$ cat src/rtl/fp_add_pkg.sv
// Shared widths, constants and FSM encoding for the floating-point adder
// normalization stage.
package fp_add_pkg;

    localparam int FP_EXP_W  = 8;
    localparam int FP_FRAC_W = 23;
    localparam int FP_MANT_W = 25;
    localparam int EXP_INT_W = 10;

    localparam logic [FP_EXP_W-1:0] EXP_MAX = 8'hFF;

    typedef enum logic [1:0] {
        IDLE  = 2'd0,
        NORM  = 2'd1,
        ROUND = 2'd2,
        HOLD  = 2'd3
    } norm_state_t;

endpackage

$ cat src/rtl/fp_lzc24.sv
// Combinational leading-zero count of a 24-bit mantissa (24 when all zero).
module fp_lzc24 (
    input  logic [23:0] value,
    output logic [4:0]  count
);

    // Scan upward so the highest set bit is the last one to update count.
    always_comb begin
        count = 5'd24;
        for (int i = 0; i < 24; i++) begin
            if (value[i]) begin
                count = 5'(23 - i);
            end
        end
    end

endmodule

$ cat src/rtl/fp_add_normalizer.sv
// Normalizes the raw adder sum with a multi-cycle FSM, rounds to nearest-even
// and returns an IEEE-754 single-precision word over valid/ready.
module fp_add_normalizer
    import fp_add_pkg::*;
#(
    parameter int SHIFT_STEP = 1,
    parameter bit ROUND_EN   = 1'b1
) (
    input  logic                 clk,
    input  logic                 rst,
    input  logic                 in_valid,
    output logic                 in_ready,
    input  logic                 in_sign,
    input  logic [FP_EXP_W-1:0]  in_exp,
    input  logic [FP_MANT_W-1:0] in_mant,
    input  logic                 in_sticky,
    output logic                 out_valid,
    input  logic                 out_ready,
    output logic [31:0]          out_result,
    output logic                 flag_zero,
    output logic                 flag_ovf,
    output logic                 flag_sub
);

    norm_state_t state_reg, state_next;

    logic                 sign_reg, sign_next;
    logic [EXP_INT_W-1:0] exp_reg, exp_next;
    logic [FP_MANT_W-1:0] mant_reg, mant_next;
    logic                 guard_reg, guard_next;
    logic                 sticky_reg, sticky_next;
    logic                 zero_reg, zero_next;
    logic [31:0]          result_reg, result_next;
    logic                 flag_zero_reg, flag_zero_next;
    logic                 flag_ovf_reg, flag_ovf_next;
    logic                 flag_sub_reg, flag_sub_next;

    logic [4:0]           lzc_count;
    logic [EXP_INT_W-1:0] shift_n;
    logic                 round_up;
    logic [FP_MANT_W-1:0] mant_rnd;
    logic [EXP_INT_W-1:0] exp_rnd;

    generate
        if (SHIFT_STEP > 1) begin : g_lzc
            fp_lzc24 u_lzc (
                .value (mant_reg[23:0]),
                .count (lzc_count)
            );
        end else begin : g_no_lzc
            // A single-bit step never needs the true count: lzc >= 1 whenever we shift.
            assign lzc_count = 5'd1;
        end
    endgenerate

    always_comb begin
        state_next     = state_reg;
        sign_next      = sign_reg;
        exp_next       = exp_reg;
        mant_next      = mant_reg;
        guard_next     = guard_reg;
        sticky_next    = sticky_reg;
        zero_next      = zero_reg;
        result_next    = result_reg;
        flag_zero_next = flag_zero_reg;
        flag_ovf_next  = flag_ovf_reg;
        flag_sub_next  = flag_sub_reg;

        // Left-shift distance: bounded by step size, leading zeros and exponent floor of 1.
        shift_n = EXP_INT_W'(SHIFT_STEP);
        if ({5'd0, lzc_count} < shift_n) begin
            shift_n = {5'd0, lzc_count};
        end
        if ((exp_reg - 10'd1) < shift_n) begin
            shift_n = exp_reg - 10'd1;
        end

        round_up = ROUND_EN && guard_reg && (sticky_reg || mant_reg[0]);
        mant_rnd = mant_reg + {{(FP_MANT_W-1){1'b0}}, round_up};
        exp_rnd  = exp_reg;
        if (mant_rnd[FP_MANT_W-1]) begin
            mant_rnd = mant_rnd >> 1;
            exp_rnd  = exp_reg + 10'd1;
        end

        case (state_reg)
            IDLE: begin
                if (in_valid) begin
                    sign_next   = in_sign;
                    exp_next    = {2'b00, in_exp};
                    mant_next   = in_mant;
                    sticky_next = in_sticky;
                    guard_next  = 1'b0;
                    zero_next   = 1'b0;
                    state_next  = NORM;
                end
            end
            NORM: begin
                if (mant_reg == '0) begin
                    zero_next  = 1'b1;
                    state_next = ROUND;
                end else if (mant_reg[24]) begin
                    guard_next  = mant_reg[0];
                    sticky_next = sticky_reg | guard_reg;
                    mant_next   = mant_reg >> 1;
                    exp_next    = exp_reg + 10'd1;
                end else if (mant_reg[23] || (exp_reg <= 10'd1)) begin
                    state_next = ROUND;
                end else begin
                    mant_next  = (mant_reg << shift_n)
                               | ({{(FP_MANT_W-1){1'b0}}, guard_reg} << (shift_n - 10'd1));
                    guard_next = 1'b0;
                    exp_next   = exp_reg - shift_n;
                end
            end
            ROUND: begin
                flag_zero_next = 1'b0;
                flag_ovf_next  = 1'b0;
                flag_sub_next  = 1'b0;
                if (exp_rnd >= 10'd255) begin
                    result_next   = {sign_reg, EXP_MAX, {FP_FRAC_W{1'b0}}};
                    flag_ovf_next = 1'b1;
                end else if (zero_reg) begin
                    result_next    = {sign_reg, 31'd0};
                    flag_zero_next = 1'b1;
                end else if ((exp_rnd == 10'd1) && !mant_rnd[23]) begin
                    result_next   = {sign_reg, 8'h00, mant_rnd[FP_FRAC_W-1:0]};
                    flag_sub_next = 1'b1;
                end else begin
                    result_next = {sign_reg, exp_rnd[FP_EXP_W-1:0], mant_rnd[FP_FRAC_W-1:0]};
                end
                state_next = HOLD;
            end
            HOLD: begin
                if (out_ready) begin
                    state_next = IDLE;
                end
            end
            default: state_next = IDLE;
        endcase
    end

    always_ff @(posedge clk) begin
        if (rst) begin
            state_reg     <= IDLE;
            sign_reg      <= 1'b0;
            exp_reg       <= '0;
            mant_reg      <= '0;
            guard_reg     <= 1'b0;
            sticky_reg    <= 1'b0;
            zero_reg      <= 1'b0;
            result_reg    <= '0;
            flag_zero_reg <= 1'b0;
            flag_ovf_reg  <= 1'b0;
            flag_sub_reg  <= 1'b0;
        end else begin
            state_reg     <= state_next;
            sign_reg      <= sign_next;
            exp_reg       <= exp_next;
            mant_reg      <= mant_next;
            guard_reg     <= guard_next;
            sticky_reg    <= sticky_next;
            zero_reg      <= zero_next;
            result_reg    <= result_next;
            flag_zero_reg <= flag_zero_next;
            flag_ovf_reg  <= flag_ovf_next;
            flag_sub_reg  <= flag_sub_next;
        end
    end

    assign in_ready   = (state_reg == IDLE);
    assign out_valid  = (state_reg == HOLD);
    assign out_result = result_reg;
    assign flag_zero  = flag_zero_reg;
    assign flag_ovf   = flag_ovf_reg;
    assign flag_sub   = flag_sub_reg;

endmodule

$ cat config.mk
export PLATFORM = sky130hd
export DESIGN_NAME = fp_add_normalizer
export DESIGN_NICKNAME = d
export VERILOG_FILES = /design/src/rtl/fp_add_pkg.sv /design/src/rtl/fp_lzc24.sv /design/src/rtl/fp_add_normalizer.sv
export SDC_FILE = /design/constraint.sdc
export NUM_CORES = 1
export LEC_CHECK = 0
export BUFFER_PORTS_ARGS = -buffer_cell sky130_fd_sc_hd__buf_4
export CAP_MARGIN = 25
export CORE_ASPECT_RATIO = 1.2
export CORE_MARGIN = 5
export CORE_UTILIZATION = 55
export CTS_BUF_LIST = sky130_fd_sc_hd__clkbuf_2
export CTS_CLUSTER_SIZE = 20
export DETAILED_ROUTE_END_ITERATION = 7
export PLACE_DENSITY_LB_ADDON = 0.2
export SLEW_MARGIN = 0
export SYNTH_ARGS = -nofsm -noshare
export SYNTH_HDL_FRONTEND = slang
export SYNTH_SLANG_ARGS = --single-unit
$ cat constraint.sdc
create_clock -name clk -period 3.7 [get_ports clk]
set_clock_uncertainty 0.05 [all_clocks]
set_input_delay 0.37 -clock clk [delete_from_list [all_inputs] [get_ports clk]]
set_output_delay 0.37 -clock clk [all_outputs]
set_load 0.03 [all_outputs]
After elaboration in Yosys (flattened, before gate mapping)
Cells that the tools add are included.
Word-level totals
  input bits: 39
  output and inout port bits: 37
  word-level logic and storage cells: 89
  bits in registers: 76
Cells by class
  shifts and indexed selects: 2
  mux-type cells: 39
  $lt $le $gt $ge: 3
  bitwise logic cells: 2
  reduce and logical (&&, ||, !) cells: 14
  $add $sub $neg: 5
  equal/unequal tests: 12
Operators by type and width (count)
  $mux W25: 4
  $mux W31: 3
  $mux W10: 6
  $pmux W25 S2: 1
  $add A25 B1 Y25: 1
  $logic_not A25 Y1: 1
  $or A25 B25 Y25: 1
  $shl A1 B10 Y25: 1
  $shl A25 B10 Y25: 1
  $mux W24: 1
  $pmux W10 S2: 1
  $sub A10 B1 Y10 const B: 2
  $mux W1: 14
  $reduce_and A4 Y1: 3
  $add A10 B1 Y10 const B: 1
  $eq A10 B1 Y1 const B: 1
  $ge A10 B8 Y1 const B: 1
  $le A10 B1 Y1 const B: 1
  $lt A10 B1 Y1 const B: 1
  $mux W2: 5
  $sub A10 B10 Y10: 1
  $ne A3 B3 Y1 const B: 3
  $ne A2 B2 Y1 const B: 4
  $pmux W2 S4: 1
  12 further kinds: 18

Depth between registers and ports, before layout
  word-level depth: 10
  depth in mapped cells: 16
  depth with buffers taken out: 14

Worst setup path after synthesis
No wires, ideal clock.
  kind: register to register
  start point: register exp_reg[0]
  end point: register mant_reg[1]
  stages on the path, launching flop included: 15
  setup slack: 0.071 ns
  arrival: 3.446 ns
  clock period less this slack: 3.629 ns
  path buffers: 2
  required time: 3.517 ns
  setup time: 0.133 ns
  cell sequence: dfxtp_1 > buf_2 > inv_1 > ha_1 > or2_2 > o32a_1 > a2111oi_4 > nand3_2 > clkbuf_1 > inv_1 > ha_1 > a32oi_1 > o2bb2ai_1 > a221oi_1 > nor4_1
Between the ends
  longest elaborated chain between the ends: 10
  elaborated cells between the ends (all ways): 15
  classes of those cells: 2 x add/sub; 2 x order compare; 1 x eq/ne; 2 x shift; 5 x mux; 1 x bitwise; 2 x reduce/logical
RTL lines
  start: declaration: line fp_add_normalizer.sv:28  | logic [EXP_INT_W-1:0] exp_reg, exp_next;
  start signal: assignment: line fp_add_normalizer.sv:159  | exp_reg <= exp_next;
  $sub A10 B1 Y10: line fp_add_normalizer.sv:74, fp_add_normalizer.sv:75
  $lt A10 B1 Y1: line fp_add_normalizer.sv:74  | if ((exp_reg - 10'd1) < shift_n) begin
  $mux W10: line fp_add_normalizer.sv:74
  $sub A10 B1 Y10: line fp_add_normalizer.sv:111  | | ({{(FP_MANT_W-1){1'b0}}, guard_reg} << (shift_n - 10'd1));
  $shl A1 B10 Y25: line fp_add_normalizer.sv:111
  $or A25 B25 Y25: line fp_add_normalizer.sv:111
  $mux W25: line fp_add_normalizer.sv:107  | end else if (mant_reg[23] || (exp_reg <= 10'd1)) begin
  $mux W25: line fp_add_normalizer.sv:102  | end else if (mant_reg[24]) begin
  $mux W25: line fp_add_normalizer.sv:99  | if (mant_reg == '0) begin
  $pmux W25 S2: line fp_add_normalizer.sv:86  | case (state_reg)
  end signal: assignment: line fp_add_normalizer.sv:160  | mant_reg <= mant_next;
  end: declaration: line fp_add_normalizer.sv:29  | logic [FP_MANT_W-1:0] mant_reg, mant_next;
Several ways; a longest one is shown, not always the timed one. The select of a mux whose other input is x is not followed.
A chain may end at the register's enable or synchronous reset.

Final worst setup path
  start point: register exp_reg[1]
  end point: register exp_reg[5]
Between the ends
  longest elaborated chain between the ends: 8
  elaborated cells between the ends (all ways): 13
  classes of those cells: 3 x add/sub; 2 x order compare; 1 x eq/ne; 5 x mux; 2 x reduce/logical
RTL lines
  $sub A10 B1 Y10: line fp_add_normalizer.sv:74, fp_add_normalizer.sv:75
  $lt A10 B1 Y1: line fp_add_normalizer.sv:74
  $mux W10: line fp_add_normalizer.sv:74
  $sub A10 B10 Y10: line fp_add_normalizer.sv:113  | exp_next = exp_reg - shift_n;
  $mux W10: line fp_add_normalizer.sv:107
  $mux W10: line fp_add_normalizer.sv:102
  $mux W10: line fp_add_normalizer.sv:99
  $pmux W10 S2: line fp_add_normalizer.sv:86
Several ways; a longest one is shown, not always the timed one. The select of a mux whose other input is x is not followed.

==> impl_metrics.tcl <==
set metrics [dict create \
    synthTopCellsByArea "dfxtp_1, o21ai_0, nand2_1" \
    hpwl_um 15470 \
    die_h_um 128.6 \
    arrival_ns 3.78 \
    synth_edf_count 0 \
    yosys.area.top_type "dfxtp_1" \
    utilization_pct 64.44 \
    port-buffer-count 75 \
    crit_path_end_kind "register" \
    fillCellCount 1079 \
    hold_depth 3 \
    worst_slew_pin_slew_ns 0.9935 \
    drv_slew 0 \
    dp_cells 1068 \
    drc 0 \
    layout.nets 985 \
    setup_viol 0 \
    synth_area_mm2 0.006447 \
    avgSynthCellArea_um2 7.360 \
    p_leak_nw 2.859 \
    async_flop_share_pct 0 \
    core_area_mm2 0.01151 \
    clockBufferDepth 2 \
    dieArea_mm2 0.01400 \
    synth.distinct_cells 83 \
    slowest_stage "dfxtp_2" \
    r2r_slack_ns 0.38 \
    avgViaCountPerCell 6.572 \
    r2r_cells 10 \
    num_vias 7203 \
    hold_violations 0 \
    drtIter0Drc 724 \
    htree_levels 3 \
    r2r-start "exp_reg[1]" \
    path_cells "inv_1 > ha_1 > or2_2 > o32a_1 > a2111oi_4 > buf_4 > a31oi_1 > or2_2 > o311ai_0 > o311ai_1" \
    status "finished clean" \
    antenna_found_initial 1 \
    grt-ovfl-total 0 \
    track_usage_pct 30.59 \
    gp_congestion 1.004 \
    relSlewSlack_pct 33.70 \
    ys_seq_area_share_pct 23.60 \
    synthFlopType "dfxtp_1" \
    cts_inserted_buffers 9 \
    drt-total-wl_um 21410 \
    ys_warn_count 0 \
    power_density_mw_per_mm2 801.0 \
    syn_inst 876 \
    worstHoldStart "in_mant[1]" \
    dr.pass1.iters 8 \
    cap_viol_max_count 0 \
    cts_tree "yes" \
    synth_top_area_share_pct 23.60 \
    min_path_type "in -> reg" \
    start_util_pct 56.00 \
    detail-route-antenna-nets 0 \
    clk_latency_ns 0.61 \
    cts-root-buf "clkbuf_2" \
    ys_ff_latch 76 \
    crit_path_max_incr_delay_ns 0.50 \
    clk_pin_slew_ns 0.25 \
    drive_gt1_share_pct 21.11 \
    fin_tns_setup_ns 0 \
    finalNonFillerCells 1096 \
    ir_worst_vdd_uv 660.4 \
    path_common_cell "or2_2" \
    fmax_ghz 0.3011 \
    cp-start-kind "register" \
    ios 76 \
    crit_required_ns 4.16 \
    syn_to_final_growth_pct 15.08 \
    fin_crit_sh_pct 89.75 \
    cts.sink_count 76 \
    period_minus_slack_ns 3.321 \
    die_width_um 108.8 \
    worstSetupPathType "reg -> reg" \
    cp_max_fo 11 \
    grt_pass1_wl_um 34090 \
    rsz0062_at_grt "no" \
    row_count 43 \
    grt_pass1_vias 6671 \
    largest_reg_flops 32 \
    grt_max_degree 45 \
    wl_per_cell_um 19.53 \
    holdWs_ns 0.01629 \
    crit_start "exp_reg[1]" \
]
[through the flow]
stage               power, W  setup slack (ns)  instance area, µm²
global route        0.006367            0.1221                7420
global placement    0.005346            0.4704                7214
floorplan           0.004253           0.07096                6451
finish              0.005943            0.3793                7420
detailed placement  0.005428            0.3135                7222
CTS                 0.005852            0.2699                7416
[area by class of cell]
type                            count  area (µm²)  share of cell area [%]
Clock inverter                      5       28.78                  0.3879
Tap cell                          157       196.4                   2.648
Antenna cell                        1       2.502                 0.03373
Multi-Input combinational cell    696        4511                   60.79
Clock buffer                       11       55.05                  0.7420
Timing Repair Buffer              133        1039                   14.00
Inverter                           17       63.81                  0.8600
Sequential cell                    76        1524                   20.54
[cells in the mapped netlist, types with 5 or more instances]
| cell type | n |
|---|---|
| xor2_1 | 12 |
| or3_1 | 8 |
| inv_1 | 16 |
| nor4_1 | 13 |
| nand3_1 | 37 |
| buf_2 | 17 |
| ha_1 | 13 |
| nor3_1 | 25 |
| a211o_1 | 16 |
| mux2i_1 | 31 |
| a22o_1 | 5 |
| a21oi_1 | 46 |
| mux2_2 | 23 |
| o211ai_1 | 12 |
| nor2b_1 | 5 |
| a211oi_1 | 10 |
| or2_2 | 9 |
| nor2_1 | 61 |
| and3_1 | 21 |
| clkbuf_1 | 62 |
| nand4_1 | 15 |
| o21ai_1 | 6 |
| o22ai_1 | 18 |
| dfxtp_1 | 76 |
| o21ai_0 | 79 |
| nand2_1 | 98 |
| xnor2_1 | 14 |
| o21a_1 | 7 |
| a31oi_1 | 12 |
| buf_1 | 5 |
| and2_1 | 5 |
| o32ai_1 | 5 |
| o311ai_0 | 7 |
[repair_timing]
item / CTS / global route
buffers inserted: 0 / 0
gates resized for setup: 0 / 1
setup endpoints to repair: 0 / 1
endpoints found under the hold margin: 10 / 0
hold buffers: 11 / 0
[final timing paths]
kind	to
worst max register to register	exp_reg[5]
worst max-delay path	exp_reg[5]
worst min register to register	out_result[17]
worst min-delay path	mant_reg[1]
[layer usage]
| layer | global-route usage [%] | up-vias | routed length [µm] |
|---|---|---|---|
| li1 | - | 3369 | - |
| met1 | 41.93 | 3360 | 8988 |
| met2 | 46.78 | 415 | 9791 |
| met3 | 5.068 | 59 | 1876 |
| met4 | 14.41 | 0 | 754 |
| met5 | 0 | - | 0 |
[worst max-delay path: cells and delay by family, from the launching register on]
kind / cells / cell delay, ns
compound gates: 5 / 1.44
fa+ha+maj: 1 / 0.23
buf+inv: 2 / 0.34
flops: 1 / 0.50
simple gates: 2 / 0.66
[cells in the final DEF (no fill, tap or decap), types with 14 or more instances in the layout]
master     n
nor2_1    59
buf_4    121
nand2_1   98
and3_1    21
inv_1     16
nand3_1   37
a21oi_1   46
o21ai_0   78
dfxtp_1   74
o22ai_1   18
nand4_1   15
xnor2_1   14
mux2i_1   31
nor3_1    25
mux2_2    23
a211o_1   16
[cells by family (layout without fill, tap and decap cells)]
logic type      Yosys count  in the layout  synth area share (%)
simple gates            320            320                 25.13
compound gates          280            280                 29.25
buf+inv                 105            166                 6.734
flops                    76             76                 23.60
mux                      55             55                 9.179
xor+xnor                 26             26                 3.532
fa+ha+maj                13             13                 2.523
other cells               1              3               0.05816
[power by group]
| group | switching, W | internal [W] |
|---|---|---|
| logic | 0.00263 | 0.00155 |
| registers | 0.000310 | 0.00105 |
| clock network | 0.000321 | 0.0000888 |
| total | 0.00326 | 0.00269 |
Note: power is estimated with default switching activity, not from simulation.
